--- config.mk ---
export PLATFORM = sky130hd
export DESIGN_NAME = hazard_control_unit
export DESIGN_NICKNAME = d
export VERILOG_FILES = /design/src/rtl/mips_pipe_pkg.sv /design/src/rtl/hcu_hazard_detect.sv /design/src/rtl/hazard_control_unit.sv
export SDC_FILE = /design/constraint.sdc
export NUM_CORES = 1
export LEC_CHECK = 0
export CAP_MARGIN = 5
export CORE_MARGIN = 8
export CORE_UTILIZATION = 30
export CTS_BUF_LIST = sky130_fd_sc_hd__clkbuf_2 sky130_fd_sc_hd__clkbuf_4 sky130_fd_sc_hd__clkbuf_8
export CTS_CLUSTER_DIAMETER = 50
export DETAILED_ROUTE_END_ITERATION = 10
export GPL_TIMING_DRIVEN = 0
export PLACE_DENSITY = 0.82
export SYNTH_ARGS = -nofsm -noshare
export SYNTH_HDL_FRONTEND = slang
export SYNTH_SLANG_ARGS = --single-unit
--- constraint.sdc ---
create_clock -name CLK -period 6.8 [get_ports CLK]
set_clock_uncertainty 0.15 [all_clocks]
set_input_delay 2.04 -clock CLK [delete_from_list [all_inputs] [get_ports CLK]]
set_output_delay 2.04 -clock CLK [all_outputs]
set_load 0.02 [all_outputs]
--- src/rtl/mips_pipe_pkg.sv ---
// Shared pipeline definitions for the hazard control unit.
// Holds the register-address width, the hazard controller state encoding,
// and the encoding of register $zero, which is never a true dependency.
package mips_pipe_pkg;

   localparam int unsigned REG_ADDR_W = 5;
   localparam logic [4:0]  REG_ZERO   = 5'd0;

   typedef enum logic [1:0] {
      RUN    = 2'b00,
      STALL  = 2'b01,
      HALTED = 2'b10
   } hcu_state_e;

endpackage

--- src/rtl/hcu_hazard_detect.sv ---
// Combinational hazard detector for the ID stage.
// Returns the number of stall cycles the ID instruction requires (0..2).
// Ports:
//   i_id_rs, i_id_rt    source registers of the ID instruction
//   i_id_uses_rt        ID instruction reads rt
//   i_id_branch         ID instruction compares operands in ID (beq/bne)
//   i_exe_mem_read      EX instruction is a load
//   i_exe_reg_write     EX instruction writes a register
//   i_exe_reg_dst       EX destination register
//   i_mem_mem_read      MEM instruction is a load
//   i_mem_reg_dst       MEM destination register
//   o_n                 required stall cycles
module hcu_hazard_detect
   import mips_pipe_pkg::*;
#(
   parameter int unsigned ADDR_W = mips_pipe_pkg::REG_ADDR_W
) (
   input  logic [ADDR_W-1:0] i_id_rs,
   input  logic [ADDR_W-1:0] i_id_rt,
   input  logic              i_id_uses_rt,
   input  logic              i_id_branch,
   input  logic              i_exe_mem_read,
   input  logic              i_exe_reg_write,
   input  logic [ADDR_W-1:0] i_exe_reg_dst,
   input  logic              i_mem_mem_read,
   input  logic [ADDR_W-1:0] i_mem_reg_dst,
   output logic [1:0]        o_n
);

   logic w_match_exe;
   logic w_match_mem;

   assign w_match_exe = (i_exe_reg_dst != ADDR_W'(REG_ZERO)) &&
                        ((i_exe_reg_dst == i_id_rs) ||
                         (i_id_uses_rt && (i_exe_reg_dst == i_id_rt)));
   assign w_match_mem = (i_mem_reg_dst != ADDR_W'(REG_ZERO)) &&
                        ((i_mem_reg_dst == i_id_rs) ||
                         (i_id_uses_rt && (i_mem_reg_dst == i_id_rt)));

   // Later assignments only ever raise the count, so the largest value wins.
   always_comb begin
      o_n = '0;
      if (i_id_branch && i_mem_mem_read && w_match_mem)
         o_n = 2'd1;
      if (i_id_branch && i_exe_reg_write && !i_exe_mem_read && w_match_exe)
         o_n = 2'd1;
      if (i_exe_mem_read && w_match_exe)
         o_n = i_id_branch ? 2'd2 : 2'd1;
   end

endmodule

--- src/rtl/hazard_control_unit.sv ---
// ID-stage hazard control unit with debug run/stall/halt control.
// Optional feature macro: HCU_STALL_COUNTER_EN (saturating stall-cycle counter;
// when undefined, O_HCU_StallCount is tied to zero).
// Ports:
//   CLK, RESET              clock, synchronous active-low reset
//   I_HCU_ID_*              ID instruction operands / branch info
//   I_HCU_EXE_*, I_HCU_MEM_* downstream destination and load info
//   I_HCU_Halt, I_HCU_Step  debug halt level and single-step pulse
//   O_HCU_PCWrite, O_HCU_IFID_Write, O_HCU_IFID_Flush,
//   O_HCU_IDEX_Bubble, O_HCU_PipeEnable   pipeline control
//   O_HCU_StallCount        bubble cycles since reset
module hazard_control_unit
   import mips_pipe_pkg::*;
#(
   parameter int unsigned CNT_WIDTH  = 16,
   parameter int unsigned REG_ADDR_W = mips_pipe_pkg::REG_ADDR_W
) (
   input  logic                  CLK,
   input  logic                  RESET,
   input  logic [REG_ADDR_W-1:0] I_HCU_ID_RS,
   input  logic [REG_ADDR_W-1:0] I_HCU_ID_RT,
   input  logic                  I_HCU_ID_UsesRT,
   input  logic                  I_HCU_ID_Branch,
   input  logic                  I_HCU_ID_BranchTaken,
   input  logic                  I_HCU_EXE_MemRead,
   input  logic                  I_HCU_EXE_RegWrite,
   input  logic [REG_ADDR_W-1:0] I_HCU_EXE_regDst,
   input  logic                  I_HCU_MEM_MemRead,
   input  logic [REG_ADDR_W-1:0] I_HCU_MEM_regDst,
   input  logic                  I_HCU_Halt,
   input  logic                  I_HCU_Step,
   output logic                  O_HCU_PCWrite,
   output logic                  O_HCU_IFID_Write,
   output logic                  O_HCU_IFID_Flush,
   output logic                  O_HCU_IDEX_Bubble,
   output logic                  O_HCU_PipeEnable,
   output logic [CNT_WIDTH-1:0]  O_HCU_StallCount
);

   hcu_state_e r_state;
   hcu_state_e w_state_next;
   logic [1:0] r_remaining;
   logic [1:0] w_remaining_next;
   logic [1:0] w_n;

   hcu_hazard_detect #(.ADDR_W(REG_ADDR_W)) u_detect (
      .i_id_rs         (I_HCU_ID_RS),
      .i_id_rt         (I_HCU_ID_RT),
      .i_id_uses_rt    (I_HCU_ID_UsesRT),
      .i_id_branch     (I_HCU_ID_Branch),
      .i_exe_mem_read  (I_HCU_EXE_MemRead),
      .i_exe_reg_write (I_HCU_EXE_RegWrite),
      .i_exe_reg_dst   (I_HCU_EXE_regDst),
      .i_mem_mem_read  (I_HCU_MEM_MemRead),
      .i_mem_reg_dst   (I_HCU_MEM_regDst),
      .o_n             (w_n)
   );

   always_ff @(posedge CLK) begin
      if (!RESET) begin
         r_state     <= RUN;
         r_remaining <= '0;
      end else begin
         r_state     <= w_state_next;
         r_remaining <= w_remaining_next;
      end
   end

   always_comb begin
      w_state_next      = r_state;
      w_remaining_next  = r_remaining;
      O_HCU_PCWrite     = 1'b0;
      O_HCU_IFID_Write  = 1'b0;
      O_HCU_IFID_Flush  = 1'b0;
      O_HCU_IDEX_Bubble = 1'b0;
      O_HCU_PipeEnable  = 1'b0;
      if (!RESET) begin
         O_HCU_IFID_Flush  = 1'b1;
         O_HCU_IDEX_Bubble = 1'b1;
         w_state_next      = RUN;
         w_remaining_next  = '0;
      end else begin
         case (r_state)
            RUN: begin
               if (w_n != 2'd0) begin
                  O_HCU_IDEX_Bubble = 1'b1;
                  O_HCU_PipeEnable  = 1'b1;
                  if (w_n == 2'd2) begin
                     w_state_next     = STALL;
                     w_remaining_next = 2'd1;
                  end
               end else begin
                  O_HCU_PCWrite    = 1'b1;
                  O_HCU_IFID_Write = 1'b1;
                  O_HCU_PipeEnable = 1'b1;
                  O_HCU_IFID_Flush = I_HCU_ID_BranchTaken;
                  if (I_HCU_Halt)
                     w_state_next = HALTED;
               end
            end
            STALL: begin
               // Branch operands are stale here, so a taken resolution is ignored.
               O_HCU_IDEX_Bubble = 1'b1;
               O_HCU_PipeEnable  = 1'b1;
               if (r_remaining <= 2'd1) begin
                  w_remaining_next = '0;
                  w_state_next     = RUN;
               end else begin
                  w_remaining_next = r_remaining - 2'd1;
               end
            end
            HALTED: begin
               // A step with a pending hazard issues one stall; the next step
               // re-evaluates, so a 2-cycle hazard takes two steps.
               if (I_HCU_Step) begin
                  O_HCU_PipeEnable = 1'b1;
                  if (w_n != 2'd0) begin
                     O_HCU_IDEX_Bubble = 1'b1;
                  end else begin
                     O_HCU_PCWrite    = 1'b1;
                     O_HCU_IFID_Write = 1'b1;
                     O_HCU_IFID_Flush = I_HCU_ID_BranchTaken;
                  end
               end
               if (!I_HCU_Halt)
                  w_state_next = RUN;
            end
            default: begin
               w_state_next     = RUN;
               w_remaining_next = '0;
            end
         endcase
      end
   end

`ifdef HCU_STALL_COUNTER_EN
   logic [CNT_WIDTH-1:0] r_stall_cnt;

   always_ff @(posedge CLK) begin
      if (!RESET)
         r_stall_cnt <= '0;
      else if (O_HCU_IDEX_Bubble && (r_stall_cnt != '1))
         r_stall_cnt <= r_stall_cnt + CNT_WIDTH'(1);
   end

   assign O_HCU_StallCount = r_stall_cnt;
`else
   assign O_HCU_StallCount = '0;
`endif

endmodule
* Yosys cells after proc, flatten, opt, wreduce, memory -nomap -nowiden *
Cells that the tools add are included.

storage, ports and cells
  register bits after elaboration = 4
  output and inout port bits = 21
  logic and storage cells = 66

operators by class
  $add $sub $neg = 1
  $lt $le $gt $ge = 1
  eq/ne operators = 13
  mux-type cells = 28
  bitwise gates (word level) = 1
  reduce and logical (&&, ||, !) cells = 20

operators by type and width
  cell                   number
  $eq A5 B5 Y1           4
  $mux W2                9
  $mux W1                13
  $pmux W2 S3            2
  $logic_and A1 B1 Y1    10
  $reduce_bool A5 Y1     2
  $ne A2 B2 Y1 const B   4
  $ne A3 B3 Y1 const B   2
  $pmux W1 S2            3
  $eq A2 B2 Y1 const B   2
  $reduce_and A4 Y1      1
  $pmux W1 S3            1
  $reduce_and A3 Y1      1
  $eq A2 B1 Y1 const B   1
  $le A2 B1 Y1 const B   1
  $logic_not A2 Y1       1
  $logic_or A1 B1 Y1     2
  $reduce_bool A2 Y1     1
  $reduce_or A2 Y1       1
  $sub A2 B1 Y2 const B  1
  $logic_not A1 Y1       1
  $not A1 Y1             1

* Logic depth before layout (Yosys ltp) *
Gate-level depths: netlist (run 1).

  depth in word-level cells = 13
  gate-level depth with buffers = 6

* By module *
Synthesis (run 1) repeated with hierarchy kept, for this count alone.

unflattened totals
  cell total of the unflattened synthesis = 83
  area, all modules = 643.1 sq um

by module, submodules not included
  module               times used  cells an instance  area an instance (sq um)  sequential area each (sq um)
  hazard_control_unit  1           45                 345.3                     80.1
  hcu_hazard_detect    1           38                 297.8                     0.0

* Least setup slack after synthesis (run 1) *
OpenSTA, ideal clock, no wires.

  path type = input port to output port
  from = input port I_HCU_ID_RT[2]
  to = output port O_HCU_PCWrite
  arrival = 3.418 ns
  required time = 4.610 ns
  setup slack = 1.192 ns
  stages on the path = 6
  buffers on the path = 1
  path through = xor2_1 nor4_1 a32oi_1 o32a_1 and3_1 buf_4

on the way
  word-level cells in the longest chain between the ends = 13
  elaborated cells between the ends (all ways) = 19
  classes of those cells = eq/ne (2); mux (7); reduce/logical (10)

RTL lines
  what                    line                                                   text
  from (decl)             hazard_control_unit.sv:21                              input logic [REG_ADDR_W-1:0] I_HCU_ID_RT,
  $eq A5 B5 Y1            hcu_hazard_detect.sv:38                                (i_id_uses_rt && (i_mem_reg_dst == i_id_rt)));
  $logic_and A1 B1 Y1     hcu_hazard_detect.sv:38
  $logic_or A1 B1 Y1      hcu_hazard_detect.sv:37                                ((i_mem_reg_dst == i_id_rs) ||
  $logic_and A1 B1 Y1     hcu_hazard_detect.sv:36                                assign w_match_mem = (i_mem_reg_dst != ADDR_W'(REG_ZERO)) &&
  $logic_and A1 B1 Y1     hcu_hazard_detect.sv:43                                if (i_id_branch && i_mem_mem_read && w_match_mem)
  $mux W1                 hcu_hazard_detect.sv:43
  $mux W1                 hcu_hazard_detect.sv:45                                if (i_id_branch && i_exe_reg_write && !i_exe_mem_read && w_match_exe)
  $mux W2 (*)             hcu_hazard_detect.sv:47                                if (i_exe_mem_read && w_match_exe)
  $reduce_bool A2 Y1 (*)  hazard_control_unit.sv:85, hazard_control_unit.sv:117
  $mux W1 (*)             --
  $mux W1                 --
  $pmux W1 S2 (*)         --
  $mux W1 (*)             --
  to (decl)               hazard_control_unit.sv:32                              output logic O_HCU_PCWrite,

Mark *: on every way between the ends. The rest lies on a longest branch, timed or not.

* Worst setup path after layout (run 1) *
  from = input port I_HCU_EXE_regDst[2]
  to = output port O_HCU_PCWrite

on the way
  word-level cells in the longest chain between the ends = 12
  elaborated cells between the ends (all ways) = 15
  classes of those cells = eq/ne (2); mux (6); reduce/logical (7)

RTL lines
  what                     line                                                   text
  from (decl)              hazard_control_unit.sv:27                              input logic [REG_ADDR_W-1:0] I_HCU_EXE_regDst,
  $eq A5 B5 Y1             hcu_hazard_detect.sv:35                                (i_id_uses_rt && (i_exe_reg_dst == i_id_rt)));
  $logic_and A1 B1 Y1      hcu_hazard_detect.sv:35
  $logic_or A1 B1 Y1       hcu_hazard_detect.sv:34                                ((i_exe_reg_dst == i_id_rs) ||
  $logic_and A1 B1 Y1 (*)  hcu_hazard_detect.sv:33                                assign w_match_exe = (i_exe_reg_dst != ADDR_W'(REG_ZERO)) &&
  $logic_and A1 B1 Y1      hcu_hazard_detect.sv:45
  $mux W1                  hcu_hazard_detect.sv:45
  $mux W2 (*)              hcu_hazard_detect.sv:47
  $reduce_bool A2 Y1 (*)   hazard_control_unit.sv:85, hazard_control_unit.sv:117
  $mux W1 (*)              hazard_control_unit.sv:85, hazard_control_unit.sv:117
  $mux W1                  hazard_control_unit.sv:115                             if (I_HCU_Step) begin
  $pmux W1 S2 (*)          hazard_control_unit.sv:83                              case (r_state)
  $mux W1 (*)              hazard_control_unit.sv:77                              if (!RESET) begin

Marks and branches as above.

==> results of run 1 <==
-- flip-flops by register name, indices dropped and copies added (netlist names) --
name	count
r_remaining	2
r_state	2
-- kinds of logic (layout without fill, tap and decap cells) --
kind of cell / Yosys count / after routing / synth area share
other: 1 / 16 / 0.00619
flip-flops: 4 / 4 / 0.132
AO/OA/AOI/OAI: 13 / 13 / 0.174
AND/OR/NAND/NOR: 20 / 20 / 0.169
XOR/XNOR: 20 / 20 / 0.289
buffers and inverters: 20 / 57 / 0.229
-- Yosys cell counts --
cell | instances | area [um2]
a41o_1 | 1 | 10.0
nor4_1 | 3 | 18.8
nand2_1 | 4 | 15.0
or4_1 | 2 | 15.0
and3_1 | 1 | 6.26
nor3_1 | 2 | 10.0
o21ai_0 | 1 | 5.00
nand4_1 | 1 | 6.26
o211ai_1 | 1 | 7.51
xor2_1 | 18 | 158
buf_4 | 17 | 128
inv_1 | 3 | 11.3
a21oi_1 | 2 | 10.0
o311a_1 | 1 | 10.0
nand2b_1 | 1 | 6.26
xnor2_1 | 2 | 17.5
and2_1 | 1 | 6.26
conb_1 | 1 | 3.75
nor2_1 | 5 | 18.8
dfxtp_1 | 4 | 80.1
o31ai_1 | 1 | 7.51
o41ai_1 | 1 | 8.76
o32a_1 | 1 | 10.0
a32oi_1 | 3 | 26.3
o211a_1 | 1 | 10.0
-- worst paths after layout --
kind / from / end / slack [ps] / cells past startpoint
min: r_remaining[1] / r_remaining[1] / 370 / 2
max reg2reg: r_state[1] / r_remaining[1] / 5580 / 2
max: I_HCU_EXE_regDst[2] / O_HCU_PCWrite / 140 / 8
min reg2reg: r_remaining[1] / r_remaining[1] / 370 / 2
-- through the flow --
stage               cell area (um2)  utilization
floorplan                       662            -
global placement               1040        0.534
detailed placement             1040        0.534
CTS                            1060        0.545
global route                   1070        0.550
finish                         1070        0.550
-- power by group --
part	internal, W	total (W)	switching [W]
Clock	0.0000196	0.0000278	0.00000818
Sequential	0.0000242	0.0000250	0.000000804
Combinational	0.0000338	0.0000634	0.0000295
Total	0.0000776	0.000116	0.0000385
-- cell type report --
cell class / instances / area [um2]
repair buffers: 34 / 343
fillers: 204 / 875
clock buffers: 3 / 22.5
inverters: 3 / 11.3
flip-flops and latches: 4 / 80.1
multi-input cells: 69 / 449
plain buffers: 17 / 128
well taps: 27 / 33.8
-- per-layer routing --
layer / up-vias / share of wire
met5: - / 0
met4: 0 / 0
met3: 0 / 0.098
met2: 28 / 0.51
met1: 311 / 0.39
li1: 352 / -
-- what timing repair did --
action / in CTS / in global routing
buffers inserted: 0 / 0
endpoints found under the setup margin: 0 / 2
hold buffers: 0 / 0
resized for setup: 0 / 2
-- worst max-delay path, delay by kind of cell --
family          cells  cell delay (ps)
simple gates        2              500
xor+xnor            1              190
buf+inv             3             1130
compound gates      2              600
==> summary.md, run 1 <==
| Metric | Value |
|---|---|
| Met2 global-route usage | `0.196` |
| Clock tree buffer depth | `2` |
| P&R area growth vs syn | `76.2%` |
| Die X | `60.9 um` |
| Inserted Clock Buffers | `3` |
| Hold Path Class | `reg2reg` |
| Arr. time, crit path | `4470 ps` |
| Worst VDD drop | `0.000106 V` |
| Initial antenna violation count | `0` |
| Fin Hold WS | `371 ps` |
| Vias | `691` |
| Crit-path cells | `clkdlybuf4s50_1, xor2_1, nor4_2, a32oi_1, o32a_1, and3_1, buf_4, clkdlybuf4s50_1` |
| DRC viols | `0` |
| I/O Pins | `51` |
| Die area | `0.00371 mm2` |
| Die Height | `60.9 um` |
| Max-Cap Viols | `0` |
| Placed cell count | `154` |
| M3 GR Usage | `0.0445` |
| DP HPWL | `1.87 mm` |
| Pre-CTS setup slack | `90.6 ps` |
| RSZ-0062 raised after global routing | `false` |
| Layout cells sized above 1 | `0.162` |
| DR iter-0 viols | `20` |
| Pwr Total | `0.000116 W` |
| Yosys reg bits | `4` |
| CP Class | `in2out` |
| LEAKAGE | `0.486 nW` |
| First-pass DRT Iterations | `4` |
| Distinct cells, synth | `25` |
| Final WL | `2.15 mm` |
| Synth warnings | `0` |
| Commonest cells after routing, fill and taps aside | `clkdlybuf4s50_1, xor2_1, buf_4` |
| Worst Setup End Kind | `output port` |
| Final worst slack | `143 ps` |
| Clk sinks | `4` |
| TritonCTS clock tree | `done` |
| Netlist Area Pre-Place | `606 um2` |
| Clk pin slew, worst setup/hold paths | `30 ps` |
| Largest net degree at the start of global routing | `8` |
| Synthesized instance count | `78` |
| Layout Cells excl Fill | `157` |
| Cell row count | `16` |
| Final ANT Viol Nets | `0` |
| H-tree lvl count | `1` |
| Slowest cell on the critical path | `clkdlybuf4s50_1` |
| Global-route wire length before repair | `3.24 mm` |
| Final layout net count | `162` |
| Clock insertion delay at the later pin of the skew report | `230 ps` |
| Core footprint | `0.00194 mm2` |
| Detailed-route vias per instance | `4.40` |
| Fmax | `150 MHz` |
| Gpl congestion | `0.854` |
| Status | `completed` |
| CP peak stage delay | `530 ps` |
| Min Tclk post-route | `6660 ps` |
| Slew Viols, Final | `0` |
| CP Max Fanout | `4` |
| Gr usage total | `0.114` |
| GR Util met1 | `0.123` |
| Setup_tns | `0 ps` |
| Tcrit/Tclk final | `0.979` |
| Power per cell area | `109 mW/mm2` |
| Post-synthesis sequential area ratio | `0.132` |
| Global route hottest layer | `met2` |
| Root Buffer | `clkbuf_4` |
| Synth Area per Inst | `7.76 um2` |
| Most common cell after layout, fill and taps aside | `clkdlybuf4s50_1` |
| Vias in the first global route | `685` |
| Initial core utilization | `0.312` |
| Inserted Diodes | `0` |
| CP required | `4610 ps` |
| PortBufs | `34` |
| Grt total ovfl | `0` |
| Final hold violation count | `0` |
| Most frequent CP cell | `clkdlybuf4s50_1` |
| Final setup viols | `0` |
| Worst Setup Start Kind | `input port` |
| Routed WL per cell | `13.7 um` |
No activity file was read; power rests on OpenSTA's default activity.
==> inputs of run 2 (changes only) <==
- CAP_MARGIN: 5 -> 25
==> results of run 2 <==
No change in the layout: final DEF, timing and power equal those of run 1.
